===== config.mk =====
export PLATFORM = sky130hd
export DESIGN_NAME = uart_rx
export DESIGN_NICKNAME = d
export VERILOG_FILES = /design/src/rtl/uart_rx.sv
export SDC_FILE = /design/constraint.sdc
export NUM_CORES = 1
export LEC_CHECK = 0
export ABC_AREA = 1
export CORE_MARGIN = 2
export CORE_UTILIZATION = 60
export DETAILED_ROUTE_END_ITERATION = 16
export PLACE_DENSITY = 0.91
export SYNTH_ARGS = -nofsm -noshare
export SYNTH_HDL_FRONTEND = slang
export SYNTH_SLANG_ARGS = --single-unit

===== constraint.sdc =====
create_clock -name clk_sis -period 2.9 [get_ports clk_sis]
set_input_delay 0.29 -clock clk_sis [delete_from_list [all_inputs] [get_ports clk_sis]]
set_output_delay 0.29 -clock clk_sis [all_outputs]
set_load 0.01 [all_outputs]

===== src/rtl/uart_rx.sv =====
// uart_rx: system-clock oversampling UART receiver, 8 data bits LSB first, one stop bit.
// Define UART_RX_PARITY_EN to add an even-parity bit before the stop bit and the parity_err output.
module uart_rx #(
  parameter int CLKS_PER_BIT = 16
) (
  input  logic       clk_sis,
  input  logic       rst,
  input  logic       rx,
  output logic [7:0] data_out,
  output logic       data_valid,
  output logic       frame_err,
`ifdef UART_RX_PARITY_EN
  output logic       parity_err,
`endif
  output logic       busy
);

  localparam int HALF = CLKS_PER_BIT >> 1;
  localparam int CW   = $clog2(CLKS_PER_BIT);
  localparam logic [CW-1:0] CNT_HALF = CW'(HALF - 1);
  localparam logic [CW-1:0] CNT_BIT  = CW'(CLKS_PER_BIT - 1);

  localparam logic [2:0] IDLE      = 3'd0;
  localparam logic [2:0] START     = 3'd1;
  localparam logic [2:0] DATA      = 3'd2;
`ifdef UART_RX_PARITY_EN
  localparam logic [2:0] PARITY    = 3'd3;
`endif
  localparam logic [2:0] STOP      = 3'd4;
  localparam logic [2:0] WAIT_IDLE = 3'd5;

  logic [1:0]    sync_ff;
  logic          rx_s;
  logic [2:0]    state;
  logic [CW-1:0] cnt;
  logic [2:0]    idx;
  logic [7:0]    shift;
  logic          stop_pend;
  logic          stop_bit;
`ifdef UART_RX_PARITY_EN
  logic          par_flag;
`endif

  assign rx_s = sync_ff[1];
  assign busy = (state != IDLE);

  always_ff @(posedge clk_sis or posedge rst) begin
    if (rst) begin
      sync_ff    <= 2'b11;
      state      <= IDLE;
      cnt        <= '0;
      idx        <= '0;
      shift      <= '0;
      stop_pend  <= 1'b0;
      stop_bit   <= 1'b0;
      data_out   <= '0;
      data_valid <= 1'b0;
      frame_err  <= 1'b0;
`ifdef UART_RX_PARITY_EN
      par_flag   <= 1'b0;
      parity_err <= 1'b0;
`endif
    end else begin
      sync_ff    <= {sync_ff[0], rx};
      data_valid <= 1'b0;
      frame_err  <= 1'b0;
`ifdef UART_RX_PARITY_EN
      parity_err <= 1'b0;
`endif
      case (state)
        IDLE: begin
          cnt <= '0;
          idx <= '0;
          if (!rx_s) state <= START;
        end
        START: begin
          if (cnt == CNT_HALF) begin
            cnt   <= '0;
            state <= rx_s ? IDLE : DATA;
          end else begin
            cnt <= cnt + CW'(1);
          end
        end
        DATA: begin
          if (cnt == CNT_BIT) begin
            cnt        <= '0;
            shift[idx] <= rx_s;
            idx        <= idx + 3'd1;
            if (idx == 3'd7) begin
`ifdef UART_RX_PARITY_EN
              state <= PARITY;
`else
              state <= STOP;
`endif
            end
          end else begin
            cnt <= cnt + CW'(1);
          end
        end
`ifdef UART_RX_PARITY_EN
        PARITY: begin
          if (cnt == CNT_BIT) begin
            cnt      <= '0;
            par_flag <= (rx_s != ^shift);
            state    <= STOP;
          end else begin
            cnt <= cnt + CW'(1);
          end
        end
`endif
        STOP: begin
          // The stop sample is held for one cycle so the result pulses land one edge after it.
          if (stop_pend) begin
            stop_pend <= 1'b0;
            if (!stop_bit) begin
              frame_err <= 1'b1;
              state     <= WAIT_IDLE;
            end
`ifdef UART_RX_PARITY_EN
            else if (par_flag) begin
              parity_err <= 1'b1;
              state      <= IDLE;
            end
`endif
            else begin
              data_out   <= shift;
              data_valid <= 1'b1;
              state      <= IDLE;
            end
          end else if (cnt == CNT_BIT) begin
            cnt       <= '0;
            stop_pend <= 1'b1;
            stop_bit  <= rx_s;
          end else begin
            cnt <= cnt + CW'(1);
          end
        end
        WAIT_IDLE: begin
          if (rx_s) state <= IDLE;
        end
        default: state <= IDLE;
      endcase
    end
  end

endmodule


==> impl_metrics.json, run 1 <==
{
  "clkTransAtPathRegs_ps": 100,
  "clock_sinks": 32,
  "rr_worst_depth": 8,
  "ant_nets": 0,
  "power_density_mw_per_mm2": 656,
  "finalSetupViolations": 0,
  "grt_antenna_before_repair": 0,
  "ctsHoldBuffers": 0,
  "cts_tree": "done",
  "p_leak_nw": 0.918,
  "vias": 1265,
  "worstMarginPinSlew_ps": 387,
  "finalCriticalPeriod_ps": 1910,
  "outcome": "complete, no violations",
  "drtIter0Drc": 45,
  "place_inst": 224,
  "synth_seq_area_share_pct": 52.9,
  "h-tree-depth": 2,
  "cts_resized": 0,
  "finalHoldViolCount": 0,
  "cts_buffer_depth": 2,
  "critPathMaxFanout": 5,
  "grt_max_degree": 33,
  "clk-insertion-delay-late_ps": 340,
  "wirelength_um": 2880,
  "slew_viol_final": 0,
  "ios": 14,
  "synth-seq-cells": 32,
  "crit_required_ps": 2610,
  "n_antenna_cell": 0,
  "r2r_start": "cnt[0]",
  "synthDistinctLibCells": 21,
  "setup_tns_ps": 0,
  "cts-root-buf": "clkbuf_4",
  "rrSetupSlack_ps": 1420,
  "worstSetupEndpointType": "primary output",
  "critPathCapture": "busy",
  "grt.total_usage_pct": 23.2,
  "dieWidth_um": 54.3,
  "rows": 18,
  "hold_class": "in2async",
  "cp-start-kind": "register",
  "hpwl_um": 2110,
  "final_cell_mix": "nand2_1 (62), dfrtp_1 (30), nand3_1 (16)",
  "synth_warnings": 0,
  "nets": 207,
  "syn_area_mm2": 0.00152,
  "layout_commonest_cell": "nand2_1",
  "drive_gt1_share_pct": 13.9,
  "reg2reg_to": "state[2]",
  "fmax_ghz": 0.524,
  "dr.pass1.iters": 4,
  "gr-total-overflow": 0,
  "synthToLayoutAreaGrowth_pct": 16.6,
  "die_y_um": 54.3,
  "synth_nets": 186,
  "grt_pass1_vias": 1152,
  "min_period_over_period_pct": 65.8,
  "max_cap_violations": 0,
  "arrival_ps": 1620,
  "port_buffers": 13,
  "rsz0062_at_grt": "no",
  "max-vdd-ir-drop_mv": 0.579,
  "postPlaceCellArea_mm2": 0.00169,
  "fin_area_mm2": 0.00177,
  "die_area_mm2": 0.00295,
  "syn_inst": 180,
  "post_cts_buffers": 0,
  "via_per_inst": 5.45,
  "initial_core_util_pct": 62.4,
  "startpoint": "state[0]",
  "timing_worst_setup_path_type": "reg2out",
  "core_area_mm2": 0.00243,
  "max_slew_margin_pct": 74.2,
  "finalNonFillerCells": 232,
  "cts_buffers": 5,
  "wl_per_cell_um": 12.4,
  "fin_skew_ps": 9.25,
  "power.total_w": 0.00116,
  "place_congestion": 0.859,
  "grt_pass1_wl_um": 4790,
  "drc_errors": 0,
  "avgSynthCellArea_um2": 8.43
}
per-layer routing:
| metal | track usage, % | share of wire [%] | wire length [um] |
|---|---|---|---|
| met5 | 0 | 0 | 0 |
| met4 | 8.75 | 1.6 | 46 |
| met3 | 8.74 | 5.9 | 169 |
| met2 | 38.0 | 51 | 1460 |
| met1 | 27.8 | 42 | 1200 |
worst min path at each step:
stage                          start          end  slack, ps
after floorplan                   rx   sync_ff[0]        290
after global placement    sync_ff[0]   sync_ff[1]        350
after detailed placement  sync_ff[0]   sync_ff[1]        350
after CTS                        rst     shift[1]        340
after global routing             rst  data_out[3]        360
final                            rst       idx[1]        320
critical path, stage by stage (launching register included):
cell and delay, ps:
dfrtp_1 450, nor2_2 220, nand2_1 130, clkdlybuf4s50_1 490
synthesized netlist by cell type:
cell / instances / area, um2
nand2_1: 62 / 233
dfrtp_1: 30 / 751
nand3_1: 16 / 80.1
inv_1: 14 / 52.6
nor2_1: 12 / 45.0
o21ai_0: 8 / 40.0
o21ai_1: 6 / 30.0
nor2_2: 5 / 31.3
a21oi_1: 3 / 15.0
ha_1: 3 / 37.5
inv_2: 3 / 11.3
nand2_2: 3 / 18.8
nor2_4: 3 / 33.8
dfstp_2: 2 / 52.6
nand3_2: 2 / 20.0
o31ai_1: 2 / 15.0
xor2_1: 2 / 17.5
clkinv_4: 1 / 8.76
nand2_4: 1 / 11.3
nand3b_1: 1 / 7.51
nand4_1: 1 / 6.26
power breakdown:
part           switching (W)  internal (W)
logic               0.000206      0.000107
clock network       0.000145      0.000181
registers          0.0000446      0.000478
total               0.000395      0.000766
state kept, by name (all words and copies together), names as in the netlist, 2 cells and up:
| register | count |
|---|---|
| idx | 3 |
| sync_ff | 2 |
| cnt | 4 |
| data_out | 8 |
| shift | 8 |
| state | 3 |
area by class of cell:
type | instances | area, um2
Inverter | 18 | 72.6
Timing Repair Buffer | 14 | 138
Fill cell | 180 | 663
Tap cell | 30 | 37.5
Clock buffer | 6 | 41.3
Clock inverter | 2 | 35.0
Multi-Input combinational cell | 130 | 642
Sequential cell | 32 | 803
metrics by stage:
stage,hold slack (ps),setup slack (ps),util [%]
floorplan,294,1630,-
detailed placement,349,1350,69.6
CTS,338,990,72.7
global placement,347,1430,69.6
finish,324,991,72.7
global route,356,916,72.7
cell families after synthesis:
logic type,after synthesis,share of synthesized area [%]
xor+xnor,2,1.15
compound gates,19,6.59
simple gates,106,32.1
buf+inv,18,4.78
fa+ha+maj,3,2.47
flops,32,52.9
Note: power is estimated with default switching activity, not from simulation.
==> inputs of run 2 (changes only) <==
--- a/config.mk
+++ b/config.mk
@@ -7,9 +7,9 @@
 export LEC_CHECK = 0
 export ABC_AREA = 1
 export CORE_MARGIN = 2
-export CORE_UTILIZATION = 60
+export CORE_UTILIZATION = 50
 export DETAILED_ROUTE_END_ITERATION = 16
-export PLACE_DENSITY = 0.91
+export PLACE_DENSITY = 0.82
 export SYNTH_ARGS = -nofsm -noshare
 export SYNTH_HDL_FRONTEND = slang
 export SYNTH_SLANG_ARGS = --single-unit
==> constraint.sdc (replaced) <==
create_clock -name clk_sis -period 1.6 [get_ports clk_sis]
set_input_delay 0.16 -clock clk_sis [delete_from_list [all_inputs] [get_ports clk_sis]]
set_output_delay 0.16 -clock clk_sis [all_outputs]
set_load 0.01 [all_outputs]
==> run 2 against run 1 <==
Clock power is 44% higher. Sequential share of layout area down 0.20 points. Via count decreased by 0.95%. Highest routed layer unchanged. Design area grew 0.92%. Wire length up 3.1%. Clock-buffer cell count up 2. Non-clock buffer count is 1 higher.
==> impl_metrics.json, run 2 (same netlist as run 1, synthesis figures left out) <==
{
  "outcome": "complete, no violations",
  "switching_share_pct": 35.7,
  "crit_required_ps": 1440,
  "place_congestion": 0.888,
  "power_density_mw_per_mm2": 1130,
  "max-vdd-ir-drop_mv": 0.824,
  "worstSetupEndpointType": "primary output",
  "layout_commonest_cell": "nand2_1",
  "rsz0062_at_grt": "no",
  "via_per_inst": 5.35,
  "min_period_over_period_pct": 94.4,
  "worst_hold_slack_ps": 215,
  "clock_sinks": 32,
  "max_cap_violations": 0,
  "wirelength_um": 2970,
  "die_y_um": 59.1,
  "vias": 1253,
  "drive_gt1_share_pct": 16.3,
  "synthToLayoutAreaGrowth_pct": 17.6,
  "clk-insertion-delay-late_ps": 330,
  "ios": 14,
  "fin_area_mm2": 0.00179,
  "power_frac_seq_pct": 47.7,
  "reg2reg_to": "shift[5]",
  "p_comb_share_pct": 29.1,
  "fillCellCount": 248,
  "rows": 19,
  "power.total_w": 0.00201,
  "n_antenna_cell": 0,
  "core_area_mm2": 0.00283,
  "worstMarginPinSlew_ps": 385,
  "finalCriticalPeriod_ps": 1510,
  "rrSetupSlack_ps": 150,
  "gr-total-overflow": 0,
  "cts-root-buf": "clkbuf_4",
  "drtIter0Drc": 45,
  "grt_antenna_before_repair": 0,
  "setup_tns_ps": 0,
  "drc_errors": 0,
  "clkTransAtPathRegs_ps": 90,
  "hold_class": "in2async",
  "finalSetupViolations": 0,
  "postPlaceCellArea_mm2": 0.00169,
  "grt_pass1_vias": 1204,
  "arrival_ps": 1350,
  "port_buffers": 13,
  "cp-start-kind": "register",
  "cts_buffer_depth": 2,
  "p_leak_nw": 0.910,
  "slew_viol_final": 0,
  "final_cell_mix": "nand2_1 (62), dfrtp_1 (27), nand3_1 (15)",
  "dieWidth_um": 59.1,
  "grt_max_degree": 33,
  "rr_worst_depth": 8,
  "hpwl_um": 2220,
  "finalHoldViolCount": 0,
  "p_clk_share_pct": 23.3,
  "h-tree-depth": 2,
  "ant_nets": 0,
  "intPower_w": 0.00129,
  "max_slew_margin_pct": 74.4,
  "fmax_ghz": 0.662,
  "wl_per_cell_um": 12.7,
  "cts_buffers": 5,
  "grt.total_usage_pct": 19.7,
  "die_area_mm2": 0.00349,
  "initial_core_util_pct": 53.6,
  "r2r_start": "cnt[0]",
  "cts_tree": "done",
  "reg_top3": "data_out (8), shift (8), cnt (4)",
  "final_util_pct": 63.1,
  "fin_skew_ps": 6.59,
  "nets": 208,
  "timing_worst_setup_path_type": "reg2out",
  "grt_pass1_wl_um": 5110,
  "p_sw_w": 0.000718,
  "critPathMaxFanout": 5,
  "dr.pass1.iters": 4
}
==> run 2: worst max-delay path by stage <==
stage	startpoint	to	slack (ps)
2_1_floorplan	cnt[0]	shift[1]	330
3_3_place_gp	state[2]	busy	200
3_5_place_dp	cnt[1]	shift[7]	130
4_1_cts	state[0]	busy	80
5_1_grt	cnt[0]	shift[7]	10
6_report	state[0]	busy	90
==> run 2: metal layers <==
layer,vias to the layer above,part of all wire (%),wire [um],global-route usage (%)
li1,626,-,-,-
met1,580,44,1300,23.8
met2,40,49,1450,31.6
met3,7,5.6,166,6.77
met4,0,1.9,56,9.42
met5,-,0,0,0
==> run 2: power by group through the flow <==
stage | combinational, W | sequential (W) | clock, W
after floorplan | 0.000423 | 0.000943 | 0
after global placement | 0.000525 | 0.000952 | 0
after detailed placement | 0.000551 | 0.000959 | 0
after CTS | 0.000566 | 0.000948 | 0.000482
after global routing | 0.000657 | 0.000971 | 0.000522
final | 0.000584 | 0.000959 | 0.000468
==> run 2: area by class of cell <==
type | instances | area, um2 | share of cell area [%]
Timing Repair Buffer | 15 | 144 | 8.06
Multi-Input combinational cell | 130 | 664 | 37.2
Clock buffer | 8 | 58.8 | 3.29
Tap cell | 31 | 38.8 | 2.17
Sequential cell | 32 | 807 | 45.2
Inverter | 18 | 72.6 | 4.06
==> run 2: worst max-delay path, stage by stage (launching register included) <==
cell and delay [ps]:
dfrtp_2 460, nor2_4 150, nand2_1 110, dlygate4sd2_1 300
==> run 2: metrics by stage <==
stage / worst slack (ps) / cells
6_report: 89.5 / 234
5_1_grt: 11.3 / 234
4_1_cts: 80.1 / 234
3_5_place_dp: 131 / 225
3_3_place_gp: 202 / 225
2_1_floorplan: 333 / 180
==> run 2: what timing repair did <==
action / CTS / global route
pin swaps: 0 / 1
buffers inserted: 1 / 0
hold buffers: 0 / 0
cloned: 0 / 0
resized for setup: 5 / 3
setup endpoints to repair: 1 / 2
hold endpoints to repair: 0 / 0
